**config.mk**
```make
export PLATFORM = sky130hd
export DESIGN_NAME = dac_cfg_sequencer
export DESIGN_NICKNAME = d
export VERILOG_FILES = /design/src/rtl/dac_cfg_sequencer.sv
export SDC_FILE = /design/constraint.sdc
export NUM_CORES = 1
export LEC_CHECK = 0
export CORE_MARGIN = 5
export CORE_UTILIZATION = 40
export DETAILED_ROUTE_END_ITERATION = 10
export PLACE_DENSITY = 0.78
export SETUP_SLACK_MARGIN = 0.2
export SYNTH_ARGS = -nofsm -noshare
export SYNTH_HDL_FRONTEND = slang
export SYNTH_SLANG_ARGS = --single-unit
```
**constraint.sdc**
```tcl
create_clock -name clk_20mhz_in -period 3.3 [get_ports clk_20mhz_in]
set_clock_uncertainty 0.05 [all_clocks]
set_input_delay 0.495 -clock clk_20mhz_in [delete_from_list [all_inputs] [get_ports clk_20mhz_in]]
set_output_delay 0.495 -clock clk_20mhz_in [all_outputs]
set_load 0.1 [all_outputs]
```
**src/rtl/dac_cfg_sequencer.sv**
```systemverilog
// rtl/dac_cfg_sequencer.sv - steps a sync-read table of 72-bit DAC words into the dac_spi serializer
// Optional WAIT_END timeout with sticky cfg_err: define DAC_CFG_TIMEOUT_EN.
module dac_cfg_sequencer #(
  parameter int NUM_WORDS      = 8,
  parameter int ADDR_W         = 7,
  parameter int GAP_CYCLES     = 4,
  parameter int TIMEOUT_CYCLES = 200
) (
  input  logic              clk_20mhz_in,
  input  logic              spi_rst_in,
  input  logic              cfg_start,
  output logic [ADDR_W-1:0] tbl_addr,
  input  logic [71:0]       tbl_data,
  output logic              spi_start,
  output logic [71:0]       spi_data_in,
  input  logic              spi_end,
  output logic              cfg_busy,
  output logic              cfg_done,
  output logic              cfg_err,
  output logic [ADDR_W-1:0] word_idx
);

  typedef enum logic [2:0] {
    S_IDLE, S_FETCH, S_LATCH, S_START, S_WAIT_END, S_GAP, S_DONE, S_ERR
  } state_t;

  localparam logic [ADDR_W-1:0] LAST_IDX = ADDR_W'(NUM_WORDS - 1);
  localparam logic [7:0]        GAP_LAST = 8'(GAP_CYCLES);

  if (NUM_WORDS < 1 || NUM_WORDS > 128 || (1 << ADDR_W) < NUM_WORDS ||
      GAP_CYCLES < 0 || GAP_CYCLES > 255 || TIMEOUT_CYCLES < 1) begin : g_param_check
    $error("dac_cfg_sequencer: illegal parameter set");
  end

  state_t     state;
  logic [7:0] gap_cnt;

`ifdef DAC_CFG_TIMEOUT_EN
  localparam int              TO_W    = $clog2(TIMEOUT_CYCLES + 1);
  localparam logic [TO_W-1:0] TO_LAST = TO_W'(TIMEOUT_CYCLES - 1);
  logic [TO_W-1:0] to_cnt;
  logic            err_q;
  assign cfg_err = err_q;
`else
  assign cfg_err = 1'b0;
`endif

  always_ff @(posedge clk_20mhz_in or posedge spi_rst_in) begin
    if (spi_rst_in) begin
      state       <= S_IDLE;
      tbl_addr    <= '0;
      word_idx    <= '0;
      spi_start   <= 1'b0;
      spi_data_in <= '0;
      cfg_busy    <= 1'b0;
      cfg_done    <= 1'b0;
      gap_cnt     <= '0;
`ifdef DAC_CFG_TIMEOUT_EN
      to_cnt      <= '0;
      err_q       <= 1'b0;
`endif
    end else begin
      spi_start <= 1'b0;
      cfg_done  <= 1'b0;
      case (state)
        S_IDLE: begin
          if (cfg_start) begin
            word_idx <= '0;
            tbl_addr <= '0;
            cfg_busy <= 1'b1;
            state    <= S_FETCH;
`ifdef DAC_CFG_TIMEOUT_EN
            err_q    <= 1'b0;
`endif
          end
        end
        // Table has one clock of read latency; tbl_addr was set on the way in.
        S_FETCH: state <= S_LATCH;
        S_LATCH: begin
          spi_data_in <= tbl_data;
          spi_start   <= 1'b1;
          state       <= S_START;
        end
        S_START: begin
          state <= S_WAIT_END;
`ifdef DAC_CFG_TIMEOUT_EN
          to_cnt <= '0;
`endif
        end
        S_WAIT_END: begin
          if (spi_end) begin
            gap_cnt <= '0;
            state   <= S_GAP;
          end
`ifdef DAC_CFG_TIMEOUT_EN
          else if (to_cnt == TO_LAST) begin
            err_q    <= 1'b1;
            cfg_busy <= 1'b0;
            state    <= S_ERR;
          end else begin
            to_cnt <= to_cnt + 1'b1;
          end
`endif
        end
        // Gap spans GAP_CYCLES+1 clocks so a zero gap still leaves after one clock.
        S_GAP: begin
          if (gap_cnt == GAP_LAST) begin
            if (word_idx == LAST_IDX) begin
              cfg_done <= 1'b1;
              state    <= S_DONE;
            end else begin
              word_idx <= word_idx + 1'b1;
              tbl_addr <= word_idx + 1'b1;
              state    <= S_FETCH;
            end
          end else begin
            gap_cnt <= gap_cnt + 1'b1;
          end
        end
        S_DONE: begin
          cfg_busy <= 1'b0;
          state    <= S_IDLE;
        end
        S_ERR:   state <= S_IDLE;
        default: state <= S_IDLE;
      endcase
    end
  end

endmodule

```
==> results of run 1 <==
[final timing paths]
path / cells after the start / slack, ns / startpoint / to
max: 1 / 0.87 / spi_data_in[67]$_DFFE_PP0P_ / spi_data_in[67]
min: 1 / 0.44 / spi_data_in[13]$_DFFE_PP0P_ / spi_data_in[13]$_DFFE_PP0P_
max reg2reg: 4 / 1.20 / state[0]$_DFFE_PP0P_ / word_idx[4]$_DFFE_PP0P_
min reg2reg: 1 / 0.44 / spi_data_in[13]$_DFFE_PP0P_ / spi_data_in[13]$_DFFE_PP0P_
max in group asynchronous: 3 / 2.22 / spi_rst_in / state[2]$_DFFE_PP0P_
min in group asynchronous: 3 / 0.55 / spi_rst_in / spi_data_in[26]$_DFFE_PP0P_
[layout make-up]
type                       instances  area (sq um)
fill                             816          3859
tap                              133         166.4
multi-input combinational        163          1415
clock inverter                     5         60.06
timing repair buffer             167          1609
sequential                        93          2327
clock buffer                      10         137.6
inverter                           5         20.02
[state kept, by name, summed over array words and instances (netlist names)]
register,flops
spi_start,1
gap_cnt,8
spi_data_in,72
cfg_done,1
cfg_busy,1
word_idx,7
state,3
[synth_stat cells, types with 2 or more instances]
cell type | number | area share [%]
nand3_1 | 12 | 1.5
nor3_1 | 2 | 0.26
buf_2 | 9 | 1.2
a31o_1 | 2 | 0.45
o21ai_0 | 2 | 0.26
mux2i_1 | 3 | 0.77
o31ai_1 | 3 | 0.58
a41oi_1 | 2 | 0.45
mux2_1 | 72 | 21
nand3b_1 | 2 | 0.39
o211ai_1 | 2 | 0.39
a31oi_1 | 5 | 0.81
clkbuf_1 | 4 | 0.39
o21ai_1 | 4 | 0.52
a21oi_1 | 4 | 0.52
inv_1 | 4 | 0.39
nor2_1 | 6 | 0.58
nand4_1 | 3 | 0.48
or3_1 | 2 | 0.32
ha_1 | 3 | 0.97
nand2_1 | 13 | 1.3
and3_1 | 2 | 0.32
dfrtp_1 | 93 | 60
buf_4 | 8 | 1.5
[logic make-up (layout without fill, tap and decap cells)]
| group | after synthesis | after routing | synth area share [%] |
|---|---|---|---|
| and+or+nand+nor | 54 | 54 | 8.102 |
| adders and majority gates | 3 | 3 | 0.9685 |
| muxes | 75 | 75 | 21.69 |
| buffers and inverters | 26 | 187 | 3.583 |
| xor gates and xnor gates | 1 | 1 | 0.2260 |
| other | 1 | 1 | 0.09674 |
| DFF | 93 | 93 | 60.04 |
| AOI/OAI and AO/OA | 29 | 29 | 5.294 |
[stage by stage]
stage,util [%],hold slack (ns)
finish,59.78,0.4386
CTS,59.78,0.4459
global placement,57.72,0.4166
floorplan,-,0.4452
global route,59.78,0.4533
detailed placement,57.72,0.4246
[layer usage]
layer	track usage, %	up-vias	part of all wire (%)
met3	5.134	10	8.4
met4	5.230	0	1.1
met1	20.20	1397	41
met2	26.52	116	49
li1	-	1315	-
met5	0	-	0
==> results.cfg, run 1 <==
[worst_setup_path]
critPathSlowestCell = clkdlybuf4s50_1
max_stage_delay_ns = 1.17
cp_cell_sequence = clkdlybuf4s50_1
cp-end-kind = output port
critical_path_class = reg -> out
critPathBufInv = 1
cp.required_ns = 2.75
critPathTopFamily = buffers and inverters
start_kind = flip-flop
crit_fanout = 2
arrival_ns = 1.89

[synthesis]
synth_edf_count = 0
yosysWarnings = 0
ys_types = 44
synth_seq_cells = 93
synth_flop_cell = dfrtp_1
async_flop_share_pct = 100.0
synthCells = 282
netlist_area_sq_um = 3876
ys_seq_area_share_pct = 60.04
avgSynthCellArea_sq_um = 13.75
syn_nets = 361

[drt]
ant_nets = 0
route.detailed.wl_per_inst_um = 16.56
post_drt_via_cell_ratio = 4.927
drcViolationCount = 0
drt-initial-drc-count = 88
route.final.wire_length_um = 9539
drt_first_pass_iters = 4
dr_total_vias = 2838

[die]
core-area_sq_um = 9594
die_w_um = 108.4
start_util_pct = 40.40
rows = 36
die_h_um = 108.4
die-area_sq_um = 11760
pin_count = 166

[cells_and_area]
syn2layout_area_growth_pct = 47.97
fin_area_sq_um = 5736
final_common_cell = clkdlybuf4s50_1
layout-drive-gt1-share_pct = 12.42
final_nets = 518
fin_cells = 576
layout_common_cells = clkdlybuf4s50_1 (137), dfrtp_1 (93), mux2_1 (72)
diodes = 0

[timing]
timing.final.crit_period_ns = 2.432
setup_viol = 0
hold_viol = 0
rsz0062_at_grt = no
slew_viol_final = 0
finalCritPeriodShare_pct = 73.71
fmax_mhz = 411.1
max_slew_margin_pct = 32.27
fin_tns_setup_ns = 0
setup_ws_ns = 0.8676
tightest_slew_ns = 1.013

[clocking]
htreeDepth = 3
clk_pin_slew_ns = 0.09
cts_root_buf = clkbuf_8
ctsHoldBuffers = 0
worstSkewPairLatency_ns = 0.35
clock-sinks = 93
post-cts-setup-buffers = 0
post_cts_resized = 0
cts_tree = built
cts.path.max_buffers = 2
cts_made_buffers = 9

[flow_run]
maxCapViolCount = 0

[placement]
io_buffers = 164
place_ws_ns = 1.238
detailed_place_hpwl_um = 7274
placed_cell_area_sq_um = 5538
gp_congestion = 0.8031
post-place-cells = 561

[global_routing]
grt_max_degree = 74
grt_pass1_vias = 2861
grt.overflow.total = 0
antenna_found_initial = 0
track_usage_pct = 16.13
grt_pass1_wl_um = 14670

[hold_path]
hp-class = reg -> reg

[outcome]
status = completed
Power of run 1 is not shown: default switching activity piles up to over one toggle a cycle in this logic, so the estimate is an artifact.
==> run 2: changes to the inputs <==
--- a/config.mk
+++ b/config.mk
@@ -6,7 +6,7 @@
 export NUM_CORES = 1
 export LEC_CHECK = 0
 export CORE_MARGIN = 5
-export CORE_UTILIZATION = 40
+export CORE_UTILIZATION = 38
 export DETAILED_ROUTE_END_ITERATION = 10
 export PLACE_DENSITY = 0.78
 export SETUP_SLACK_MARGIN = 0.2
==> constraint.sdc (replaced) <==
create_clock -name clk_20mhz_in -period 2.2 [get_ports clk_20mhz_in]
set_clock_uncertainty 0.05 [all_clocks]
set_input_delay 0.33 -clock clk_20mhz_in [delete_from_list [all_inputs] [get_ports clk_20mhz_in]]
set_output_delay 0.33 -clock clk_20mhz_in [all_outputs]
set_load 0.1 [all_outputs]
==> run 2 against run 1 <==
Net effect:
- critical endpoint is now word_idx[3]$_DFFE_PP0P_
- critical path type is now reg -> reg
- design area down 1.8%
- sequential share of layout area up 0.82 points
- via count down 1.2%
- worst hold slack worse by 0.091 ns
- highest routed layer unchanged
- non-clock buffer count up 4
- setup slack worse by 0.60 ns
==> results.cfg, run 2 (same netlist as run 1, synthesis figures left out) <==
[global_routing]
grt_pass1_vias = 2974
antenna_found_initial = 0
track_usage_pct = 15.68
grt_max_degree = 71
grt_pass1_wl_um = 15570
grt.overflow.total = 0

[drt]
drt-initial-drc-count = 119
post_drt_via_cell_ratio = 4.828
route.final.wire_length_um = 9510
drt_first_pass_iters = 4
dr_total_vias = 2805
route.detailed.wl_per_inst_um = 16.37
drcViolationCount = 0
ant_nets = 0

[cells_and_area]
syn2layout_area_growth_pct = 45.25
final_nets = 522
layout_common_cells = buf_4 (94), dfrtp_1 (90), clkdlybuf4s50_1 (75)
diodes = 0
largest_register_ffs = 72
layout-drive-gt1-share_pct = 28.13
top_register = spi_data_in
largestRegisters = spi_data_in (72), gap_cnt (8), word_idx (7)
final_common_cell = buf_4

[clocking]
worstSkewPairLatency_ns = 0.36
cts_tree = built
clock-sinks = 93
cts.path.max_buffers = 2
htreeDepth = 3
clk_pin_slew_ns = 0.11
cts_made_buffers = 9
cts_root_buf = clkbuf_8

[timing]
fmax_mhz = 518.2
fin_tns_setup_ns = 0
setup_viol = 0
rsz0062_at_grt = yes
finalCritPeriodShare_pct = 87.72
hold_viol = 0
slew_viol_final = 0
timing.final.crit_period_ns = 1.930

[die]
rows = 36
die-area_sq_um = 12320
pin_count = 166
start_util_pct = 39.29
die_h_um = 111.0
core-area_sq_um = 9864
die_w_um = 111.0

[worst_setup_path]
crit_fanout = 4
r2r_cells = 6
start_kind = flip-flop
arrival_ns = 2.14
max_stage_delay_ns = 0.51
critical_path_class = reg -> reg
critPathSlowestCell = or4b_4
cp.required_ns = 2.41
cp-end-kind = flip-flop
cp_cell_sequence = inv_1 > ha_1 > or4b_4 > nor3_4 > nand2_2 > o311ai_2

[flow_run]
maxCapViolCount = 0

[placement]
io_buffers = 164
detailed_place_hpwl_um = 7155
gp_congestion = 0.8081

[outcome]
status = completed

[hold_path]
hp-class = in -> async
-- run 2: cell count changes in the layout (fill, tap and decap cells not counted), sizes merged --
cell / delta
bufinv: -1
buf: +66
inv: +4
clkbuf: -1
clkdlybuf4s50: -62
clkinv: -1
-- run 2: timing repair --
item / in CTS / in global routing
hold buffers: 0 / 0
pin swaps: 0 / 1
resized for setup: 1 / 2
endpoints found under the setup margin: 3 / 6
endpoints found under the hold margin: 0 / 0
setup buffers: 0 / 2
-- run 2: per-stage QoR --
stage               std cells  util (%)  setup WS, ns  hold WS (ns)  cell area (sq um)
floorplan                 282         -        0.2911        0.4147               3882
global placement          563     54.90        0.2921        0.4193               5415
detailed placement        563     54.90        0.2161        0.4262               5415
CTS                       579     56.86        0.1978        0.3679               5609
global route              581     57.08        0.1894        0.3809               5630
finish                    581     57.08        0.2701        0.3480               5630
-- run 2: worst max-delay path: cells and delay by family (launching register included) --
family	cells	cell delay, ns
simple gates	3	0.85
buf+inv	1	0.09
fa+ha+maj	1	0.16
compound gates	1	0.26
flops	1	0.42
-- run 2: final cells by class --
cell class,instances,area (sq um)
clock inverter,7,62.56
clock buffer,9,123.9
multi-input combinational,163,1428
sequential,93,2331
timing repair buffer,171,1496
tap,133,166.4
inverter,5,22.52
fill,823,4234
-- run 2: final timing paths --
kind / end / from / slack (ns)
worst max-delay path: word_idx[3]$_DFFE_PP0P_ / gap_cnt[1]$_DFFE_PP0P_ / 0.27
worst min-delay path: spi_data_in[53]$_DFFE_PP0P_ / spi_rst_in / 0.35
worst max register to register: word_idx[3]$_DFFE_PP0P_ / gap_cnt[1]$_DFFE_PP0P_ / 0.27
worst min register to register: spi_data_in[62]$_DFFE_PP0P_ / spi_data_in[62]$_DFFE_PP0P_ / 0.44
max in group asynchronous: spi_data_in[22]$_DFFE_PP0P_ / spi_rst_in / 1.42
min in group clk_20mhz_in: spi_data_in[62]$_DFFE_PP0P_ / spi_data_in[62]$_DFFE_PP0P_ / 0.44
-- run 2: per-layer routing --
metal / GRT usage, % / routed length (um) / up-vias
met4: 4.516 / 130 / 0
met1: 19.26 / 4131 / 1351
met5: 0 / 0 / -
met3: 5.513 / 719 / 10
li1: - / - / 1337
met2: 26.13 / 4529 / 107
Power of run 2 is left out for the same reason.
